===== config.mk =====
export PLATFORM = sky130hd
export DESIGN_NAME = led_pattern_gen
export DESIGN_NICKNAME = d
export VERILOG_FILES = /design/src/rtl/led_pattern_gen_pkg.sv /design/src/rtl/led_pattern_gen_btn_debounce.sv /design/src/rtl/led_pattern_gen.sv
export SDC_FILE = /design/constraint.sdc
export NUM_CORES = 1
export LEC_CHECK = 0
export ABC_AREA = 1
export CAP_MARGIN = 10
export CORE_ASPECT_RATIO = 2
export CORE_MARGIN = 2
export CORE_UTILIZATION = 55
export CTS_CLUSTER_DIAMETER = 150
export DETAILED_ROUTE_END_ITERATION = 10
export PLACE_DENSITY = 0.72
export SETUP_SLACK_MARGIN = 0.3
export SLEW_MARGIN = 30
export SYNTH_ARGS = -nofsm -noshare
export SYNTH_HDL_FRONTEND = slang
export SYNTH_SLANG_ARGS = --single-unit
export TNS_END_PERCENT = 100

===== constraint.sdc =====
create_clock -name i_clk -period 4.1 [get_ports i_clk]
set_input_delay 0.615 -clock i_clk [delete_from_list [all_inputs] [get_ports i_clk]]
set_output_delay 0.615 -clock i_clk [all_outputs]
set_load 0.01 [all_outputs]

===== src/rtl/led_pattern_gen_pkg.sv =====
// Shared definitions for the LED pattern engine: mode encoding, button roles
// and the next/previous mode stepping rule.
package led_pattern_gen_pkg;

  typedef enum logic [1:0] {
    MODE_COUNT   = 2'd0,
    MODE_SCAN    = 2'd1,
    MODE_BREATHE = 2'd2,
    MODE_MIRROR  = 2'd3
  } mode_t;

  localparam int BTN_PAUSE = 0;
  localparam int BTN_NEXT  = 1;
  localparam int BTN_PREV  = 2;

  // Simultaneous next and previous presses cancel out.
  function automatic mode_t next_mode(input mode_t cur, input logic fwd, input logic back);
    logic [1:0] raw;
    raw = cur;
    if (fwd && !back) begin
      raw = raw + 2'd1;
    end else if (back && !fwd) begin
      raw = raw - 2'd1;
    end else begin
      raw = cur;
    end
    return mode_t'(raw);
  endfunction

endpackage


===== src/rtl/led_pattern_gen_btn_debounce.sv =====
// One button: two-flop synchroniser followed by a mismatch counter that only
// lets the stable state follow after DEBOUNCE_CYC consecutive differing cycles.
module btn_debounce
  import led_pattern_gen_pkg::*;
#(
  parameter int DEBOUNCE_CYC = 250000
) (
  input  logic i_clk,
  input  logic i_rst_n,
  input  logic i_raw,
  output logic o_stable
);

  localparam int CNT_W = (DEBOUNCE_CYC > 1) ? $clog2(DEBOUNCE_CYC) : 1;
  localparam logic [CNT_W-1:0] CNT_LAST = CNT_W'(DEBOUNCE_CYC - 1);

  logic             sync1_r;
  logic             sync2_r;
  logic             stable_r;
  logic [CNT_W-1:0] cnt_r;

  // synchroniser, mismatch counter and stable-state update
  always_ff @(posedge i_clk or negedge i_rst_n) begin
    if (!i_rst_n) begin
      sync1_r  <= 1'b0;
      sync2_r  <= 1'b0;
      stable_r <= 1'b0;
      cnt_r    <= '0;
    end else begin
      sync1_r <= i_raw;
      sync2_r <= sync1_r;
      if (sync2_r == stable_r) begin
        cnt_r <= '0;
      end else if (cnt_r == CNT_LAST) begin
        stable_r <= sync2_r;
        cnt_r    <= '0;
      end else begin
        cnt_r <= cnt_r + CNT_W'(1);
      end
    end
  end

  assign o_stable = stable_r;

endmodule


===== src/rtl/led_pattern_gen.sv =====
// LED pattern engine: debounced button controls, prescaled step tick and the
// count / scan / breathe / mirror pattern datapath with a registered LED drive.
module led_pattern_gen
  import led_pattern_gen_pkg::*;
#(
  parameter int N_LED        = 8,
  parameter int N_BTN        = 7,
  parameter int PRESCALE_W   = 18,
  parameter int DEBOUNCE_CYC = 250000,
  parameter int PWM_W        = 8
) (
  input  logic             i_clk,
  input  logic             i_rst_n,
  input  logic [N_BTN-1:0] i_btn,
  output logic [N_LED-1:0] o_led,
  output logic [1:0]       o_mode,
  output logic             o_tick
);

  localparam int POS_W = (N_LED > 1) ? $clog2(N_LED) : 1;
  localparam int N_MIR = (N_LED < N_BTN) ? N_LED : N_BTN;
  localparam logic [POS_W-1:0] POS_LAST = POS_W'(N_LED - 1);
  localparam logic [PWM_W-1:0] DUTY_MAX = {PWM_W{1'b1}};

  logic [N_BTN-1:0]      stable_s;
  logic [2:0]            stable_q_r;
  logic [2:0]            press_s;
  logic [PRESCALE_W-1:0] presc_r;
  logic                  tick_r;
  mode_t                 mode_r;
  mode_t                 mode_nxt_s;
  logic                  pause_r;
  logic                  advance_s;
  logic [N_LED-1:0]      step_r;
  logic [POS_W-1:0]      pos_r;
  logic                  pos_up_r;
  logic [PWM_W-1:0]      duty_r;
  logic                  duty_up_r;
  logic [PWM_W-1:0]      pwm_r;
  logic [N_LED-1:0]      led_r;
  logic [N_LED-1:0]      led_nxt_s;
  logic [N_LED-1:0]      mirror_s;

  genvar gi;
  generate
    for (gi = 0; gi < N_BTN; gi++) begin : g_btn
      btn_debounce #(.DEBOUNCE_CYC(DEBOUNCE_CYC)) u_debounce (
        .i_clk    (i_clk),
        .i_rst_n  (i_rst_n),
        .i_raw    (i_btn[gi]),
        .o_stable (stable_s[gi])
      );
    end
  endgenerate

  // only the three control buttons need rising-edge detection
  assign press_s   = stable_s[2:0] & ~stable_q_r;
  assign advance_s = tick_r & ~pause_r;

  // mode stepping from next/previous presses
  always_comb begin
    mode_nxt_s = next_mode(mode_r, press_s[BTN_NEXT], press_s[BTN_PREV]);
  end

  // LED value for the current pattern state, registered below
  always_comb begin
    led_nxt_s = '0;
    mirror_s  = '0;
    mirror_s[N_MIR-1:0] = stable_s[N_MIR-1:0];
    case (mode_r)
      MODE_COUNT:   led_nxt_s = step_r;
      MODE_SCAN:    led_nxt_s = N_LED'(1'b1) << pos_r;
      MODE_BREATHE: led_nxt_s = (pwm_r < duty_r) ? {N_LED{1'b1}} : {N_LED{1'b0}};
      MODE_MIRROR:  led_nxt_s = mirror_s;
      default:      led_nxt_s = '0;
    endcase
  end

  // free-running prescaler and registered step tick
  always_ff @(posedge i_clk or negedge i_rst_n) begin
    if (!i_rst_n) begin
      presc_r <= '0;
      tick_r  <= 1'b0;
    end else begin
      presc_r <= presc_r + PRESCALE_W'(1);
      tick_r  <= (presc_r == {PRESCALE_W{1'b1}});
    end
  end

  // controls, pattern state, PWM counter and registered LED drive
  always_ff @(posedge i_clk or negedge i_rst_n) begin
    if (!i_rst_n) begin
      stable_q_r <= 3'b000;
      mode_r     <= MODE_COUNT;
      pause_r    <= 1'b0;
      step_r     <= '0;
      pos_r      <= '0;
      pos_up_r   <= 1'b1;
      duty_r     <= '0;
      duty_up_r  <= 1'b1;
      pwm_r      <= '0;
      led_r      <= '0;
    end else begin
      stable_q_r <= stable_s[2:0];
      pwm_r      <= pwm_r + PWM_W'(1);
      led_r      <= led_nxt_s;
      mode_r     <= mode_nxt_s;
      if (press_s[BTN_PAUSE]) begin
        pause_r <= ~pause_r;
      end
      // a mode change restarts every pattern and wins over a same-cycle advance
      if (mode_nxt_s != mode_r) begin
        step_r    <= '0;
        pos_r     <= '0;
        pos_up_r  <= 1'b1;
        duty_r    <= '0;
        duty_up_r <= 1'b1;
      end else if (advance_s) begin
        case (mode_r)
          MODE_COUNT: step_r <= step_r + N_LED'(1);
          MODE_SCAN: begin
            if (POS_LAST == '0) begin
              pos_r <= '0;
            end else if (pos_up_r) begin
              if (pos_r == POS_LAST) begin
                pos_up_r <= 1'b0;
                pos_r    <= pos_r - POS_W'(1);
              end else begin
                pos_r <= pos_r + POS_W'(1);
              end
            end else begin
              if (pos_r == '0) begin
                pos_up_r <= 1'b1;
                pos_r    <= pos_r + POS_W'(1);
              end else begin
                pos_r <= pos_r - POS_W'(1);
              end
            end
          end
          MODE_BREATHE: begin
            if (duty_up_r) begin
              if (duty_r == DUTY_MAX) begin
                duty_up_r <= 1'b0;
                duty_r    <= duty_r - PWM_W'(1);
              end else begin
                duty_r <= duty_r + PWM_W'(1);
              end
            end else begin
              if (duty_r == '0) begin
                duty_up_r <= 1'b1;
                duty_r    <= duty_r + PWM_W'(1);
              end else begin
                duty_r <= duty_r - PWM_W'(1);
              end
            end
          end
          default: step_r <= step_r;
        endcase
      end
    end
  end

  assign o_led  = led_r;
  assign o_mode = mode_r;
  assign o_tick = tick_r;

endmodule


# == Word-level counts from Yosys, hierarchy flattened ==
# Index checks and enable logic that the tools add are counted.
# totals
inputBits,9
register_bits,209
wordCells,156
out_inout_bits,11
# op_classes
n_lt_le_gt_ge,1
add_sub_neg,16
mux,45
bitwise_logic,11
eq_ne,21
reduce_logical,21
n_shift,1
# op_table
op,n
$mux 18,14
$add 18x1->18 const B,8
$eq 18x18->1 const B,8
$mux 8,10
$pmux 8 s4,1
$add 8x1->8 const B,3
$reduce_and 2->1,10
$mux 3,6
$mux 1,12
$eq 8x8->1 const B,1
$logic_not 8->1,1
$lt 8x8->1,1
$not 1->1,8
$reduce_bool 2->1,4
$shl 1x3->8 const A,1
$sub 8x1->8 const B,1
$eq 1x1->1,7
$eq 2x2->1 const B,2
$mux 2,2
$add 3x1->3 const B,1
$and 3x3->3,1
$eq 3x3->1 const B,1
$logic_not 3->1,1
$not 3->3,1
other kinds (9),11

# == Depth between registers and ports, before layout ==
# depth
word_depth,9
ltp_mapped,10
depth_no_buf,10

# == Cells and area by module ==
# From an unflattened synthesis, not the netlist that was laid out.
# hier_totals
cells_unflattened,1401
hier_area_um2,11374.7
# by_module_without_submodules
mod,instances,seq_area_each_um2,cells_each,area_per_inst_um2
btn_debounce (g_btn[0].u_debounce ...),6,525.5,143,1136.1
led_pattern_gen,1,1554.0,403,3453.3
btn_debounce (g_btn[5].u_debounce),1,525.5,140,1104.8

# == Worst setup path after synthesis ==
# Ideal clock, no wire load.
# synth_path
kind,flip-flop to flip-flop
start,reg mode_r[0] (netlist: o_mode[0])
end,reg step_r[7]
synth_period_minus_slack_ps,1500
t_arrival_ps,1381
path_slack_ps,2600
path_buffers,1
required_time_ps,3981
path_stages_with_launch,8
setup_time_ps,119
path_cell_list,dfrtp_1 -> inv_1 -> ha_1 -> buf_2 -> nand2_1 -> nand2_1 -> a21oi_1 -> nor2_1
# synth_via
elab_chain_len,6
# synth_lines
item,line,rtl
start: declaration,led_pattern_gen.sv:30,mode_t mode_r;
start signal: assignment,led_pattern_gen.sv:107,mode_r <= mode_nxt_s;
$sub 2x1->2,led_pattern_gen_pkg.sv:23,raw = raw - 2'd1;
$mux 2,led_pattern_gen_pkg.sv:22,end else if (back && !fwd) begin
$mux 2,led_pattern_gen_pkg.sv:20,if (fwd && !back) begin
$ne 2x2->1,led_pattern_gen.sv:112,if (mode_nxt_s != mode_r) begin
$reduce_bool 2->1 (no line),-,
$reduce_and 2->1 (no line),-,
end signal: assignment,led_pattern_gen.sv:120,MODE_COUNT: step_r <= step_r + N_LED'(1);
end signal: assignment,led_pattern_gen.sv:157,default: step_r <= step_r;
end: declaration,led_pattern_gen.sv:34,logic [N_LED-1:0] step_r;
# Several ways; a longest one is shown, not always the timed one.
# A chain may end at the register's enable or synchronous reset.

# == Worst setup path in the final report ==
# layout_path
start,reg mode_r[0] (netlist: o_mode[0])
end,out o_mode[0]
# layout_rtl
item,line,rtl
end: declaration,led_pattern_gen.sv:16,"output logic [1:0] o_mode,"
# No word-level cell between the ends.

==> impl_metrics.tcl <==
set metrics [dict create \
    pin_count 20 \
    clkLatencyLatePin_ns 0.51 \
    setup_viol 0 \
    htreeDepth 1 \
    ys_types 40 \
    die_h_um 208 \
    overflow 0 \
    synth.area.top_cells "dfrtp_1 (45%), nor2_1 (8.8%), nand2_1 (8.5%)" \
    synth_area_um2 11400 \
    nets 1494 \
    wire_per_inst_um 15.0 \
    worstMarginPinSlew_ns 0.810 \
    worstPathRequired_ns 3.48 \
    r2r_end "step_r[2]" \
    cts_hold_buf 0 \
    fin_crit_sh_pct 53.0 \
    multi_input_area_um2 5460 \
    hold_viol_final 0 \
    worstPathMaxFanout 5 \
    syn-num-nets 1460 \
    rr_startpoint "o_mode[1]" \
    io_buffer_count 19 \
    cts.path.max_buffers 3 \
    grt_pass1_wl_um 44100 \
    area_growth_pct 11.0 \
    arrival_ns 1.56 \
    hpwl_um 19700 \
    grt_use_total_pct 24.6 \
    clk_pin_slew_worst_paths_ns 0.07 \
    cts_resized 0 \
    worstSetupEndpointType "output port" \
    globalplace.congestion 0.962 \
    status "completed" \
    synth_warnings 0 \
    synth_top_area_cell "dfrtp_1" \
    cp_slowest_stage_delay_ns 0.63 \
    mostFrequentLayoutCells "nor2_1 (269), nand2_1 (260), dfrtp_1 (207), inv_1 (159), nand3_1 (110)" \
    route.vias.total 9505 \
    yosysSeqAreaShare_pct 45.8 \
    dr.pass1.iters 7 \
    grt_pass1_vias 9869 \
    ant_nets 0 \
    n_fill_cell 1785 \
    register_area_um2 5230 \
    coreArea_um2 20400 \
    synth_top_area_share_pct 45.3 \
    post_cts_buffers 0 \
    crit_chain "clkdlybuf4s50_1" \
    cp-start-kind "flip-flop" \
    syn_inst 1420 \
    worstHoldPathType "in -> async" \
    rsz0062_at_grt "false" \
    max_freq_mhz 460 \
    cts_sinks 209 \
    crit_buf_inv 1 \
    reg2regPathDepth 6 \
    setup_tns_ns 0 \
    path_class "reg -> out" \
    slowest_stage "clkdlybuf4s50_1" \
    wl_um 26100 \
    initialDrtViolationCount 375 \
    maxSlewHeadroom_pct 46.0 \
    fin_cells 1734 \
    report.final.slew_viol_count 0 \
    die_w_um 106 \
    final_common_cell "nor2_1" \
    cp_top_family "buffers and inverters" \
    antenna_found_initial 0 \
    drv_cap 0 \
    p_per_area_nw_per_um2 341 \
    drive_gt1_share_pct 7.90 \
    fin_worst_skew_ns 0.0124 \
    dp.cells 1698 \
    route.detailed.drc 0 \
    viasPerCell 5.48 \
    synth_seq_cells 209 \
    grt_max_degree 109 \
    period_minus_slack_ns 2.17 \
    p_leak_nw 5.66 \
    die-area_um2 22000 \
    antenna_cells 0 \
    cts_root_buf "clkbuf_16" \
    cts_tree "done" \
    numCtsBuffers 20 \
    avgSynthCellArea_um2 8.04 \
    num_rows 74 \
    vdd_drop_max_v 0.000487 \
    initial_core_util_pct 56.1 \
    rrSetupSlack_ns 2.37 \
]
[cell families after synthesis]
logic type	count (synthesis)	share of synthesized area, %
XOR/XNOR	101	7.74
buffers and inverters	188	6.38
AND/OR/NAND/NOR	806	32.3
adder cells (fa/ha/maj)	31	3.40
AO/OA/AOI/OAI	85	4.35
flip-flops	209	45.8
[Yosys cell counts (all sizes together)]
master  count
o21ai      25
nor4        2
xnor2      23
nor2      294
dfrtp     207
dfstp       2
nand4      34
or2         3
nor3       68
buf         7
a21oi      34
a211oi      5
clkbuf      2
inv       179
nand2     271
a22oi       1
and3        1
o21bai      9
o211ai      1
nand3     119
nand3b      4
xor2       78
a31oi       7
a221oi      3
ha         31
nor3b      10
[state kept, by name (all words and copies together) (netlist names)]
register,count
pos_r,3
step_r,8
g_btn.u_debounce.cnt_r,126
pwm_r,8
presc_r,18
g_btn.u_debounce.sync2_r,7
o_mode,2
g_btn.u_debounce.o_stable,7
pause_r,1
o_tick,1
pos_up_r,1
duty_r,8
o_led,8
stable_q_r,3
g_btn.u_debounce.sync1_r,7
duty_up_r,1
[routing by layer]
layer	routed length, µm	track usage (%)	vias to the layer above	share of wire (%)
met1	8920	23.5	4520	34
met3	775	2.79	126	3.0
met4	1590	15.3	0	6.1
met2	14800	48.2	244	57
li1	-	-	4615	-
met5	0	0	-	0
[through the flow]
| step | setup slack (ns) | hold slack (ns) | instance area (µm²) | util (%) | power, mW |
|---|---|---|---|---|---|
| global route | 1.88 | 0.231 | 12700 | 62.2 | 4.48 |
| detailed placement | 2.39 | 0.335 | 11900 | 58.5 | 2.27 |
| floorplan | 2.60 | 0.319 | 11400 | - | 2.19 |
| global placement | 2.44 | 0.334 | 11900 | 58.5 | 2.26 |
| finish | 1.93 | 0.151 | 12700 | 62.2 | 4.32 |
| CTS | 1.90 | 0.191 | 12700 | 62.2 | 4.38 |
[power breakdown]
part	internal, mW	switching [mW]
logic	0.0307	0.0857
registers	2.09	0.0206
clock network	1.31	0.793
total	3.43	0.899
[layout make-up]
cell class	count	share of cell area [%]
multi-input combinational	1023	43.1
sequential	209	41.3
clock buffer	27	4.56
timing repair buffer	21	1.76
tap	266	2.63
clock inverter	9	1.40
inverter	179	5.30
[worst max-delay path by stage]
stage | from | endpoint | slack [ns] | cells after the start
6_report | o_mode[0] | o_mode[0] | 1.93 | 1
3_3_place_gp | i_rst_n | duty_up_r | 2.44 | 2
3_5_place_dp | o_mode[1] | step_r[2] | 2.39 | 6
4_1_cts | o_mode[0] | o_mode[0] | 1.90 | 1
2_1_floorplan | o_mode[0] | step_r[7] | 2.60 | 7
5_1_grt | o_mode[0] | o_mode[0] | 1.88 | 1
Note: power is estimated with default switching activity, not from simulation.
